**src/rtl/mc_sequencer_if.sv**
```systemverilog
// Shared memory-port handshake between the sequencer and the memory system.
interface mc_sequencer_if;
    logic memReq;
    logic memWe;
    logic memIsFetch;
    logic memAck;

    modport master (
        output memReq,
        output memWe,
        output memIsFetch,
        input  memAck
    );

    modport slave (
        input  memReq,
        input  memWe,
        input  memIsFetch,
        output memAck
    );
endinterface

```
**src/rtl/mc_sequencer.sv**
```systemverilog
// Multi-cycle control sequencer for the MiniRiscV core: walks each instruction
// through fetch/decode/exec/mem/writeback, arbitrates the single memory port,
// and keeps cycle/retire counters plus a memory-timeout fault.
module mc_sequencer #(
    parameter int MEM_TIMEOUT = 16
) (
    input  logic                 clk,
    input  logic                 rst,
    input  logic                 start,
    input  logic [31:0]          inst,
    input  logic                 branchTaken,
    mc_sequencer_if.master       mem,
    output logic                 irWrite,
    output logic                 pcWrite,
    output logic [1:0]           pcSel,
    output logic                 regWrite,
    output logic [1:0]           wbSel,
    output logic                 aluSrcImm,
    output logic [2:0]           state,
    output logic                 halted,
    output logic                 fault,
    output logic [31:0]          cycles,
    output logic [31:0]          instret
);

    typedef enum logic [2:0] {
        S_IDLE   = 3'd0,
        S_FETCH  = 3'd1,
        S_DECODE = 3'd2,
        S_EXEC   = 3'd3,
        S_MEM    = 3'd4,
        S_WB     = 3'd5,
        S_HALT   = 3'd6,
        S_FAULT  = 3'd7
    } state_t;

    state_t      state_q;
    state_t      state_d;
    logic [7:0]  wait_cnt;
    logic        mem_req;
    logic        mem_we;
    logic        mem_is_fetch;
    logic        retire;
    logic        timeout;
    logic        counting;

    // Only the opcode field steers sequencing; the rest of the word is for the datapath.
    logic        unused_inst;
    assign unused_inst = ^inst[31:7];

    logic [6:0] opc;
    assign opc = inst[6:0];

    logic is_r, is_ialu, is_load, is_store, is_branch, is_jal, is_jalr;
    logic is_lui, is_auipc, is_sys, is_legal, uses_imm;
    assign is_r      = (opc == 7'b0110011);
    assign is_ialu   = (opc == 7'b0010011);
    assign is_load   = (opc == 7'b0000011);
    assign is_store  = (opc == 7'b0100011);
    assign is_branch = (opc == 7'b1100011);
    assign is_jal    = (opc == 7'b1101111);
    assign is_jalr   = (opc == 7'b1100111);
    assign is_lui    = (opc == 7'b0110111);
    assign is_auipc  = (opc == 7'b0010111);
    assign is_sys    = (opc == 7'b1110011);
    assign is_legal  = is_r | is_ialu | is_load | is_store | is_branch |
                       is_jal | is_jalr | is_lui | is_auipc | is_sys;
    assign uses_imm  = is_ialu | is_load | is_store | is_jalr | is_lui | is_auipc;

    // A request cycle that is not acknowledged and has used up its budget faults;
    // an ack in that same cycle wins.
    assign timeout  = ((state_q == S_FETCH) || (state_q == S_MEM)) && !mem.memAck &&
                      (wait_cnt == 8'(MEM_TIMEOUT - 1));
    assign counting = (state_q >= S_FETCH) && (state_q <= S_WB);
    assign retire   = ((state_q == S_EXEC) && is_branch) ||
                      ((state_q == S_MEM) && is_store && mem.memAck) ||
                      (state_q == S_WB);

    // State register.
    always_ff @(posedge clk or negedge rst) begin
        if (!rst) state_q <= S_IDLE;
        else      state_q <= state_d;
    end

    // Next-state selection.
    always_comb begin
        state_d = state_q;
        case (state_q)
            S_IDLE:   if (start) state_d = S_FETCH;
            S_FETCH: begin
                if (mem.memAck)  state_d = S_DECODE;
                else if (timeout) state_d = S_FAULT;
            end
            S_DECODE: begin
                if (is_sys)         state_d = S_HALT;
                else if (!is_legal) state_d = S_FAULT;
                else                state_d = S_EXEC;
            end
            S_EXEC: begin
                if (is_branch)                state_d = S_FETCH;
                else if (is_load || is_store) state_d = S_MEM;
                else                          state_d = S_WB;
            end
            S_MEM: begin
                if (mem.memAck)   state_d = is_store ? S_FETCH : S_WB;
                else if (timeout) state_d = S_FAULT;
            end
            S_WB:     state_d = S_FETCH;
            default:  state_d = state_q;
        endcase
    end

    // Strobes, combinational from state, opcode, branch result and ack.
    always_comb begin
        mem_req      = 1'b0;
        mem_we       = 1'b0;
        mem_is_fetch = 1'b0;
        irWrite      = 1'b0;
        pcWrite      = 1'b0;
        pcSel        = 2'b00;
        regWrite     = 1'b0;
        wbSel        = 2'b00;
        aluSrcImm    = 1'b0;
        case (state_q)
            S_FETCH: begin
                mem_req      = 1'b1;
                mem_is_fetch = 1'b1;
                irWrite      = mem.memAck;
            end
            S_EXEC: begin
                aluSrcImm = uses_imm;
                if (is_branch) begin
                    pcWrite = 1'b1;
                    pcSel   = branchTaken ? 2'b01 : 2'b00;
                end
            end
            S_MEM: begin
                mem_req   = 1'b1;
                mem_we    = is_store;
                aluSrcImm = 1'b1;
                if (is_store && mem.memAck) pcWrite = 1'b1;
            end
            S_WB: begin
                regWrite  = 1'b1;
                pcWrite   = 1'b1;
                aluSrcImm = uses_imm;
                if (is_load)               wbSel = 2'b01;
                else if (is_jal || is_jalr) wbSel = 2'b10;
                if (is_jal)       pcSel = 2'b01;
                else if (is_jalr) pcSel = 2'b10;
            end
            default: ;
        endcase
    end

    assign mem.memReq     = mem_req;
    assign mem.memWe      = mem_we;
    assign mem.memIsFetch = mem_is_fetch;
    assign state          = state_q;
    assign halted         = (state_q == S_HALT);
    assign fault          = (state_q == S_FAULT);

    // Unacknowledged request cycles; restarts whenever the state changes.
    always_ff @(posedge clk or negedge rst) begin
        if (!rst)                                          wait_cnt <= '0;
        else if (state_d != state_q)                       wait_cnt <= '0;
        else if ((state_q == S_FETCH) || (state_q == S_MEM)) wait_cnt <= wait_cnt + 8'd1;
    end

    // Active-cycle and retired-instruction counters, both wrapping.
    always_ff @(posedge clk or negedge rst) begin
        if (!rst) begin
            cycles  <= '0;
            instret <= '0;
        end else begin
            if (counting) cycles  <= cycles + 32'd1;
            if (retire)   instret <= instret + 32'd1;
        end
    end

endmodule
```
**src/flat_wrapper.sv**
```systemverilog
// flat-port wrapper written by rule: the top's interface ports become plain ports
module mc_sequencer_flat 
#(
    parameter int MEM_TIMEOUT = 16
)
  (clk, rst, start, inst, branchTaken, irWrite, pcWrite, pcSel, regWrite, wbSel, aluSrcImm, state, halted, fault, cycles, instret, mem_memReq, mem_memWe, mem_memIsFetch, mem_memAck);
  mc_sequencer_if mem_i ();
  input  logic clk;
  input  logic rst;
  input  logic start;
  input  logic [31:0] inst;
  input  logic branchTaken;
  output logic irWrite;
  output logic pcWrite;
  output logic [1:0] pcSel;
  output logic regWrite;
  output logic [1:0] wbSel;
  output logic aluSrcImm;
  output logic [2:0] state;
  output logic halted;
  output logic fault;
  output logic [31:0] cycles;
  output logic [31:0] instret;
  output wire logic [$bits(mem_i.memReq)-1:0] mem_memReq;
  output wire logic [$bits(mem_i.memWe)-1:0] mem_memWe;
  output wire logic [$bits(mem_i.memIsFetch)-1:0] mem_memIsFetch;
  input wire logic [$bits(mem_i.memAck)-1:0] mem_memAck;
  assign mem_memReq = mem_i.memReq;
  assign mem_memWe = mem_i.memWe;
  assign mem_memIsFetch = mem_i.memIsFetch;
  assign mem_i.memAck = mem_memAck;
  mc_sequencer #(.MEM_TIMEOUT(MEM_TIMEOUT)) u_core (.clk(clk), .rst(rst), .start(start), .inst(inst), .branchTaken(branchTaken), .mem(mem_i), .irWrite(irWrite), .pcWrite(pcWrite), .pcSel(pcSel), .regWrite(regWrite), .wbSel(wbSel), .aluSrcImm(aluSrcImm), .state(state), .halted(halted), .fault(fault), .cycles(cycles), .instret(instret));
endmodule
```
**config.mk**
```make
export PLATFORM = sky130hd
export DESIGN_NAME = mc_sequencer_flat
export DESIGN_NICKNAME = d
export VERILOG_FILES = /design/src/rtl/mc_sequencer_if.sv /design/src/rtl/mc_sequencer.sv /design/src/flat_wrapper.sv
export SDC_FILE = /design/constraint.sdc
export NUM_CORES = 1
export LEC_CHECK = 0
export CAP_MARGIN = 0
export CORE_ASPECT_RATIO = 1.5
export CORE_MARGIN = 10
export CORE_UTILIZATION = 30
export DETAILED_ROUTE_END_ITERATION = 6
export DONT_BUFFER_PORTS = 1
export GPL_TIMING_DRIVEN = 0
export SLEW_MARGIN = 20
export SYNTH_ARGS = -nofsm -noshare
export SYNTH_HDL_FRONTEND = slang
export SYNTH_SLANG_ARGS = --single-unit
```
**constraint.sdc**
```tcl
create_clock -name clk -period 2.7 [get_ports clk]
set_input_delay 0.81 -clock clk [delete_from_list [all_inputs] [get_ports clk]]
set_output_delay 0.81 -clock clk [all_outputs]
set_load 0.01 [all_outputs]
```
[Word level (Yosys, flattened, before mapping)]
Cells that the tools add are included.
W data, S select, Z words.
Storage, ports and cells
  bits in registers: 75
  bits of input ports: 37
  word-level logic and storage cells: 88
Operators by class
  bitwise operators: 14
  $lt $le $gt $ge: 2
  equality and inequality tests: 19
  reductions and logical operators: 17
  multiplexer cells: 29
  add/subtract/negate cells: 3
Operators with widths (number)
  $add A32 B1 Y32 const B: 2
  $eq A7 B7 Y1 const B: 4
  $mux W3: 8
  $eq A7 B6 Y1 const B: 3
  $pmux W3 S6: 1
  $mux W8: 2
  $eq A7 B5 Y1 const B: 2
  $or A1 B1 Y1: 14
  $eq A3 B3 Y1 const B: 4
  $mux W2: 6
  $mux W1: 9
  $add A8 B1 Y8 const B: 1
  $eq A8 B4 Y1 const B: 1
  $eq A7 B2 Y1 const B: 1
  $logic_and A1 B1 Y1: 7
  $eq A3 B2 Y1 const B: 2
  $logic_or A1 B1 Y1: 5
  $pmux W2 S2: 1
  $reduce_or A2 Y1: 2
  $eq A3 B1 Y1 const B: 1
  $ge A3 B1 Y1 const B: 1
  $le A3 B3 Y1 const B: 1
  $logic_not A3 Y1: 1
  $ne A3 B3 Y1: 1
  4 further kinds: 4

[Depth between registers and ports, before layout]
Gate-level depths: netlist of run 1.
  word-level depth: 15
  gate-level depth with buffers: 7
  depth with buffers taken out: 6

[Worst setup path before layout of run 1]
No wires, ideal clock.
  path kind: input port to output port
  start: input port inst[6]
  end: output port pcWrite
  arrival: 1813 ps
  path slack: 77 ps
  required time: 1890 ps
  stages on the path: 5
  path buffers: 2
  cell sequence: and4bb_1 -> and4_4 -> buf_6 -> or3_4 -> buf_6
Between the ends
  word-level cells in the longest chain between the ends: 4
RTL lines
  from (decl): RTL line flat_wrapper.sv:11  | input logic [31:0] inst;
  $eq A7 B6 Y1: RTL line mc_sequencer.sv:59  | assign is_store = (opc == 7'b0100011);
  $logic_and A1 B1 Y1: RTL line mc_sequencer.sv:141  | if (is_store && mem.memAck) pcWrite = 1'b1;
  $mux W1: RTL line mc_sequencer.sv:141
  $pmux W1 S3 *: RTL line mc_sequencer.sv:124  | case (state_q)
  to (decl): RTL line flat_wrapper.sv:14  | output logic pcWrite;
Every way passes the cells marked *; elsewhere a longest branch is shown, timed or not.

[Final worst setup path of run 1]
Ends and elaborated chain as after synthesis.

==> impl_metrics.ini, run 1 <==
[status]
outcome = completed

[final_layout]
final_cell_mix = 73 x dfrtp_1, 41 x xnor2_1, 32 x nand2_1
regArea_sq_mm = 0.00188
antennaDiodeCount = 0
drive_gt1_frac = 0.0990
syn2layout_area_growth_pct = 12.5
layout_commonest_cell = dfrtp_1
multi_input_area_sq_mm = 0.00189
fin_nets = 420
fin_area_sq_mm = 0.00433
nFillCells = 1264

[die]
rows = 50
core_sq_mm = 0.0125
die_w_um = 112
die_height_um = 159
die_area_sq_mm = 0.0178
initial_core_util = 0.307
io_pins = 117

[logic_synthesis]
yosysWarnings = 0
synthTopCellsByArea = dfrtp_1 49%, xnor2_1 9.3%, xor2_1 6.6%
syn_inst = 369
synth_top_cell_area_share = 0.488
yosysSeqAreaShare = 0.488
synth_top_area_cell = dfrtp_1
yosys_register_bits = 75
async_reset_ff_frac = 1.00
synth_nets = 409
synth_area_sq_mm = 0.00385
synth_cell_types = 49
synth_edf_count = 0
synth_flop_cell = dfrtp_1
syn-mean-instance-area_sq_um = 10.4

[grt]
grt_pass1_wl_um = 15400
top_usage_layer = met2
grt_pass1_vias = 2902
use_met3 = 0.0516
grt_max_degree = 76
grt_use_met1 = 0.107
grt_remaining_overflow = 0
grt_util_all_layers = 0.106
grt_util_met2 = 0.182
antenna_found_initial = 0

[clocking]
numCtsBuffers = 9
cts_max_level = 3
root_buffer = clkbuf_16
clock_latency_ns = 0.33
ctsHoldBuffers = 0
post_cts_buffers = 0
cts_tree = built
clock-sinks = 75
cts_buffer_depth = 2
clkTransAtPathRegs_ns = 0.06

[drt]
ant_nets = 0
vias = 2771
drt_iter0_markers = 115
totalWireLength_um = 9530
wire_per_inst_um = 17.6
viasPerCell = 5.13
dr.pass1.iters = 4
drc = 0

[worst_setup_path]
critPathCaptureType = output port
criticalPathCategory = in2out
cp_slowest_cell = or3_4
worstPathRequired_ns = 1.89
r2r-start = u_core.state[0]
critical_path.max_fanout = 7
ff2ff_setup_slack_ns = 0.49
cpPeakStageDelay_ns = 0.36
cp_cell_sequence = and4bb_1, and4_4, buf_6, or3_4, buf_6
r2r-end = u_core.cycles[19]
start_kind = primary input
cpMostUsedCell = buf_6
worst-r2r-cell-count = 5
arrival_ns = 1.85

[pwr]
power_mw = 3.40
cellPowerDensity_mw_per_mm2 = 786
ir_worst_vdd_mv = 0.277
power.leakage_nw = 1.95

[sta]
hold_viol = 0
worst_pin_slew_ns = 0.891
slew_headroom = 0.402
final_max_slew_viol_count = 0
fin_setup_tns_ns = 0
clock.fmax_ghz = 0.376
clock_skew_ns = 0.00751
rsz0062_at_grt = no
setup_viol = 0
period_share = 0.986
period_needed_ns = 2.66

[placed_design]
hpwl_um = 7190
place_congestion = 0.816
io_buffer_count = 0
placed_area_sq_mm = 0.00404

[run]
drv_cap = 0

[hold_path]
min_path_type = in2async
worst max path at each step:
| stage | from | slack [ns] | cells past startpoint | to |
|---|---|---|---|---|
| 3_3_place_gp | inst[6] | 0.04 | 5 | pcWrite |
| 4_1_cts | u_core.state[2] | 0.02 | 5 | pcWrite |
| 6_report | inst[6] | 0.04 | 5 | pcWrite |
| 3_5_place_dp | inst[6] | 0.04 | 5 | pcWrite |
| 5_1_grt | u_core.state[1] | 0.0009 | 5 | pcWrite |
| 2_1_floorplan | inst[6] | 0.08 | 5 | pcWrite |
cells by family after synthesis:
group,share of synthesized area
buffers and inverters,0.0237
multiplexers,0.00943
flip-flops,0.488
XOR/XNOR,0.159
AND/OR/NAND/NOR,0.255
AO/OA/AOI/OAI,0.0550
adder cells (fa/ha/maj),0.00976
report_power, final:
part | internal [mW] | switching, mW
Sequential | 1.26 | 0.272
Clock | 0.641 | 0.459
Combinational | 0.322 | 0.453
Total | 2.22 | 1.18
sequential cells by signal, summed over array words and instances (netlist names):
signal           count
u_core.state         3
u_core.cycles       32
u_core.instret      32
u_core.wait_cnt      8
routing by layer:
layer  up-vias  share of wire
met5         -              0
met4         0          0.015
met3        13           0.10
met2        92           0.51
met1      1349           0.37
li1       1317              -
through the flow:
stage	cells	setup WS, ns	hold WS (ns)	utilization
after global routing	540	0.000936	0.153	0.346
after detailed placement	525	0.0353	0.518	0.323
final	540	0.0372	0.175	0.346
after CTS	540	0.0179	0.161	0.345
after floorplan	369	0.0767	0.504	-
after global placement	525	0.0426	0.517	0.323
worst max-delay path, delay by kind of cell:
family,cells,cell delay [ns]
buf+inv,2,0.27
simple gates,3,0.77
cells in the mapped netlist, drive strengths merged (5+ instances only):
master / count
a21oi: 5
and2: 5
and3: 17
and4: 8
dfrtp: 75
inv: 12
nand2: 33
nand3: 25
nand4: 11
nor2: 22
nor3: 17
nor3b: 9
nor4: 6
o21ai: 8
xnor2: 41
xor2: 29
layout make-up:
cell class                 instances  area share
sequential                        75       0.434
tap                              156      0.0451
multi-input combinational        276       0.437
inverter                          12      0.0104
clock inverter                     4     0.00636
clock buffer                      11      0.0561
buffer                             6      0.0107
repair_timing:
item,4_1_cts,5_1_grt
endpoints found under the setup margin,2,2
gates resized for setup,3,2
endpoints found under the hold margin,0,0
Note: power is estimated with default switching activity, not from simulation.
==> run 2: changes to the inputs <==
--- a/config.mk
+++ b/config.mk
@@ -8,10 +8,11 @@
 export CAP_MARGIN = 0
 export CORE_ASPECT_RATIO = 1.5
 export CORE_MARGIN = 10
-export CORE_UTILIZATION = 30
+export CORE_UTILIZATION = 55
 export DETAILED_ROUTE_END_ITERATION = 6
 export DONT_BUFFER_PORTS = 1
 export GPL_TIMING_DRIVEN = 0
+export PLACE_DENSITY = 0.7
 export SLEW_MARGIN = 20
 export SYNTH_ARGS = -nofsm -noshare
 export SYNTH_HDL_FRONTEND = slang
==> constraint.sdc (replaced) <==
create_clock -name clk -period 2.7 [get_ports clk]
set_input_delay 0.405 -clock clk [delete_from_list [all_inputs] [get_ports clk]]
set_output_delay 0.405 -clock clk [all_outputs]
set_load 0.01 [all_outputs]
==> run 2 against run 1 <==
First-iteration DRC count up 20%; clock skew increased by 0.0015 ns; sequential power about the same; global-route usage rose by 5.6 points; flip-flop and latch count stayed put; die area decreased by 39%; largest cell class unchanged.
==> impl_metrics.ini, run 2 (same netlist as run 1, synthesis figures left out) <==
[final_layout]
layout_commonest_cell = dfrtp_1
drive_gt1_frac = 0.0956
antennaDiodeCount = 0
fin_nets = 422
final_cell_mix = 75 x dfrtp_1, 41 x xnor2_1, 33 x nand2_1
reg.largest.list = u_core.cycles: 32 flops, u_core.instret: 32 flops, u_core.wait_cnt: 8 flops
fin_area_sq_mm = 0.00420
nFillCells = 597
syn2layout_area_growth_pct = 9.11

[die]
io_pins = 117
core_sq_mm = 0.00685
initial_core_util = 0.561
die_area_sq_mm = 0.0108
die_w_um = 88.3
die_height_um = 122
rows = 37

[clocking]
ctsHoldBuffers = 2
cts_buffer_depth = 2
post_cts_buffers = 0
numCtsBuffers = 9
clkTransAtPathRegs_ns = 0.08
cts_resized = 0
cts_max_level = 3
root_buffer = clkbuf_8
cts_tree = built
clock-sinks = 75
clock_latency_ns = 0.35

[hold_path]
min_path_type = in2reg
min_from = mem_memAck

[pwr]
p_int_mw = 2.10
swShare = 0.352
cellPowerDensity_mw_per_mm2 = 771
ir_worst_vdd_mv = 0.497
pwr-share-comb = 0.243
clkPwrFrac = 0.290
power.switching_mw = 1.14
p_seq_frac = 0.467
power.leakage_nw = 1.94

[sta]
hold_viol = 0
fin_setup_tns_ns = 0
setup_viol = 0
slew_headroom = 0.439
period_needed_ns = 2.43
final_max_slew_viol_count = 0
clock.fmax_ghz = 0.411
worst_pin_slew_ns = 0.835
period_share = 0.900
fin_ws_ns = 0.269
rsz0062_at_grt = no
clock_skew_ns = 0.00902

[placed_design]
placed_area_sq_mm = 0.00394
hpwl_um = 6190
place_congestion = 0.829
io_buffer_count = 0
post-place-ws_ns = 0.483

[drt]
drt_iter0_markers = 138
dr.pass1.iters = 4
wire_per_inst_um = 18.3
dr_wl_met3_um = 745
drc = 0
ant_nets = 0
totalWireLength_um = 8510
met2WireLength_um = 4320
highest_layer = met4
viasPerCell = 5.83
drt-met1-wl_um = 3310
vias = 2713

[worst_setup_path]
cp-startpoint = u_core.state[1]
critical_path.max_fanout = 9
start_kind = flip-flop
arrival_ns = 2.03
criticalPathCategory = reg2out
critPathCaptureType = output port
worstPathRequired_ns = 2.30
r2r-start = u_core.state[1]

[grt]
grt_max_degree = 76
grt_remaining_overflow = 0
grt_util_all_layers = 0.162
grt_pass1_vias = 2668
antenna_found_initial = 0
grt_pass1_wl_um = 13800

[status]
outcome = completed

[run]
drv_cap = 0
[run 2: cell count changes in the layout (fill, tap and decap cells not counted), sizes merged]
cell	before	now
clkinvlp	3	1
bufinv	0	2
clkbuf	13	11
buf	4	5
dlygate4sd3	0	1
inv	12	13
clkinv	1	3
[run 2: cell type report]
type | count | area, sq um | share of cell area
multi-input cells | 276 | 1880 | 0.448
plain buffers | 6 | 46.3 | 0.0110
clock inverters | 7 | 91.3 | 0.0218
inverters | 12 | 45.0 | 0.0107
repair buffers | 2 | 37.5 | 0.00894
flip-flops and latches | 75 | 1880 | 0.447
well taps | 78 | 97.6 | 0.0233
clock buffers | 9 | 124 | 0.0295
[run 2: routing by layer]
| layer | global-route usage | up-vias |
|---|---|---|
| met3 | 0.0650 | 11 |
| met4 | 0.0680 | 0 |
| met1 | 0.188 | 1307 |
| met2 | 0.259 | 77 |
| li1 | - | 1318 |
| met5 | 0 | - |
[run 2: metrics by stage]
step / cells / util / hold slack (ns) / power [mW]
after floorplan: 369 / - / 0.109 / 2.10
after global placement: 447 / 0.576 / 0.112 / 2.28
after detailed placement: 447 / 0.576 / 0.112 / 2.30
after CTS: 465 / 0.612 / 0.238 / 3.27
after global routing: 465 / 0.612 / 0.255 / 3.46
final: 465 / 0.612 / 0.258 / 3.23
[run 2: power by group through the flow]
stage | Sequential (mW) | Combinational (mW) | Clock (mW)
after detailed placement | 1.54 | 0.764 | 0
after floorplan | 1.46 | 0.632 | 0
after global routing | 1.55 | 0.884 | 1.03
after CTS | 1.51 | 0.796 | 0.964
after global placement | 1.53 | 0.744 | 0
final | 1.51 | 0.786 | 0.938
[run 2: path summary, 6_finish.rpt]
kind	endpoint	slack, ns	cells past startpoint
max reg2reg	u_core.cycles[24]	0.48	5
min reg2reg	u_core.instret[31]	0.55	1
min in group asynchronous	u_core.cycles[5]	0.63	2
min	u_core.state[1]	0.26	2
max	pcSel[0]	0.27	4
max in group asynchronous	u_core.cycles[7]	1.75	2
[run 2: critical path, cell delays in order (launching register included)]
cell     delay, ns
dfrtp_1       0.50
nor2b_1       0.26
nand2_1       0.16
nor3_1        0.47
a22o_1        0.28
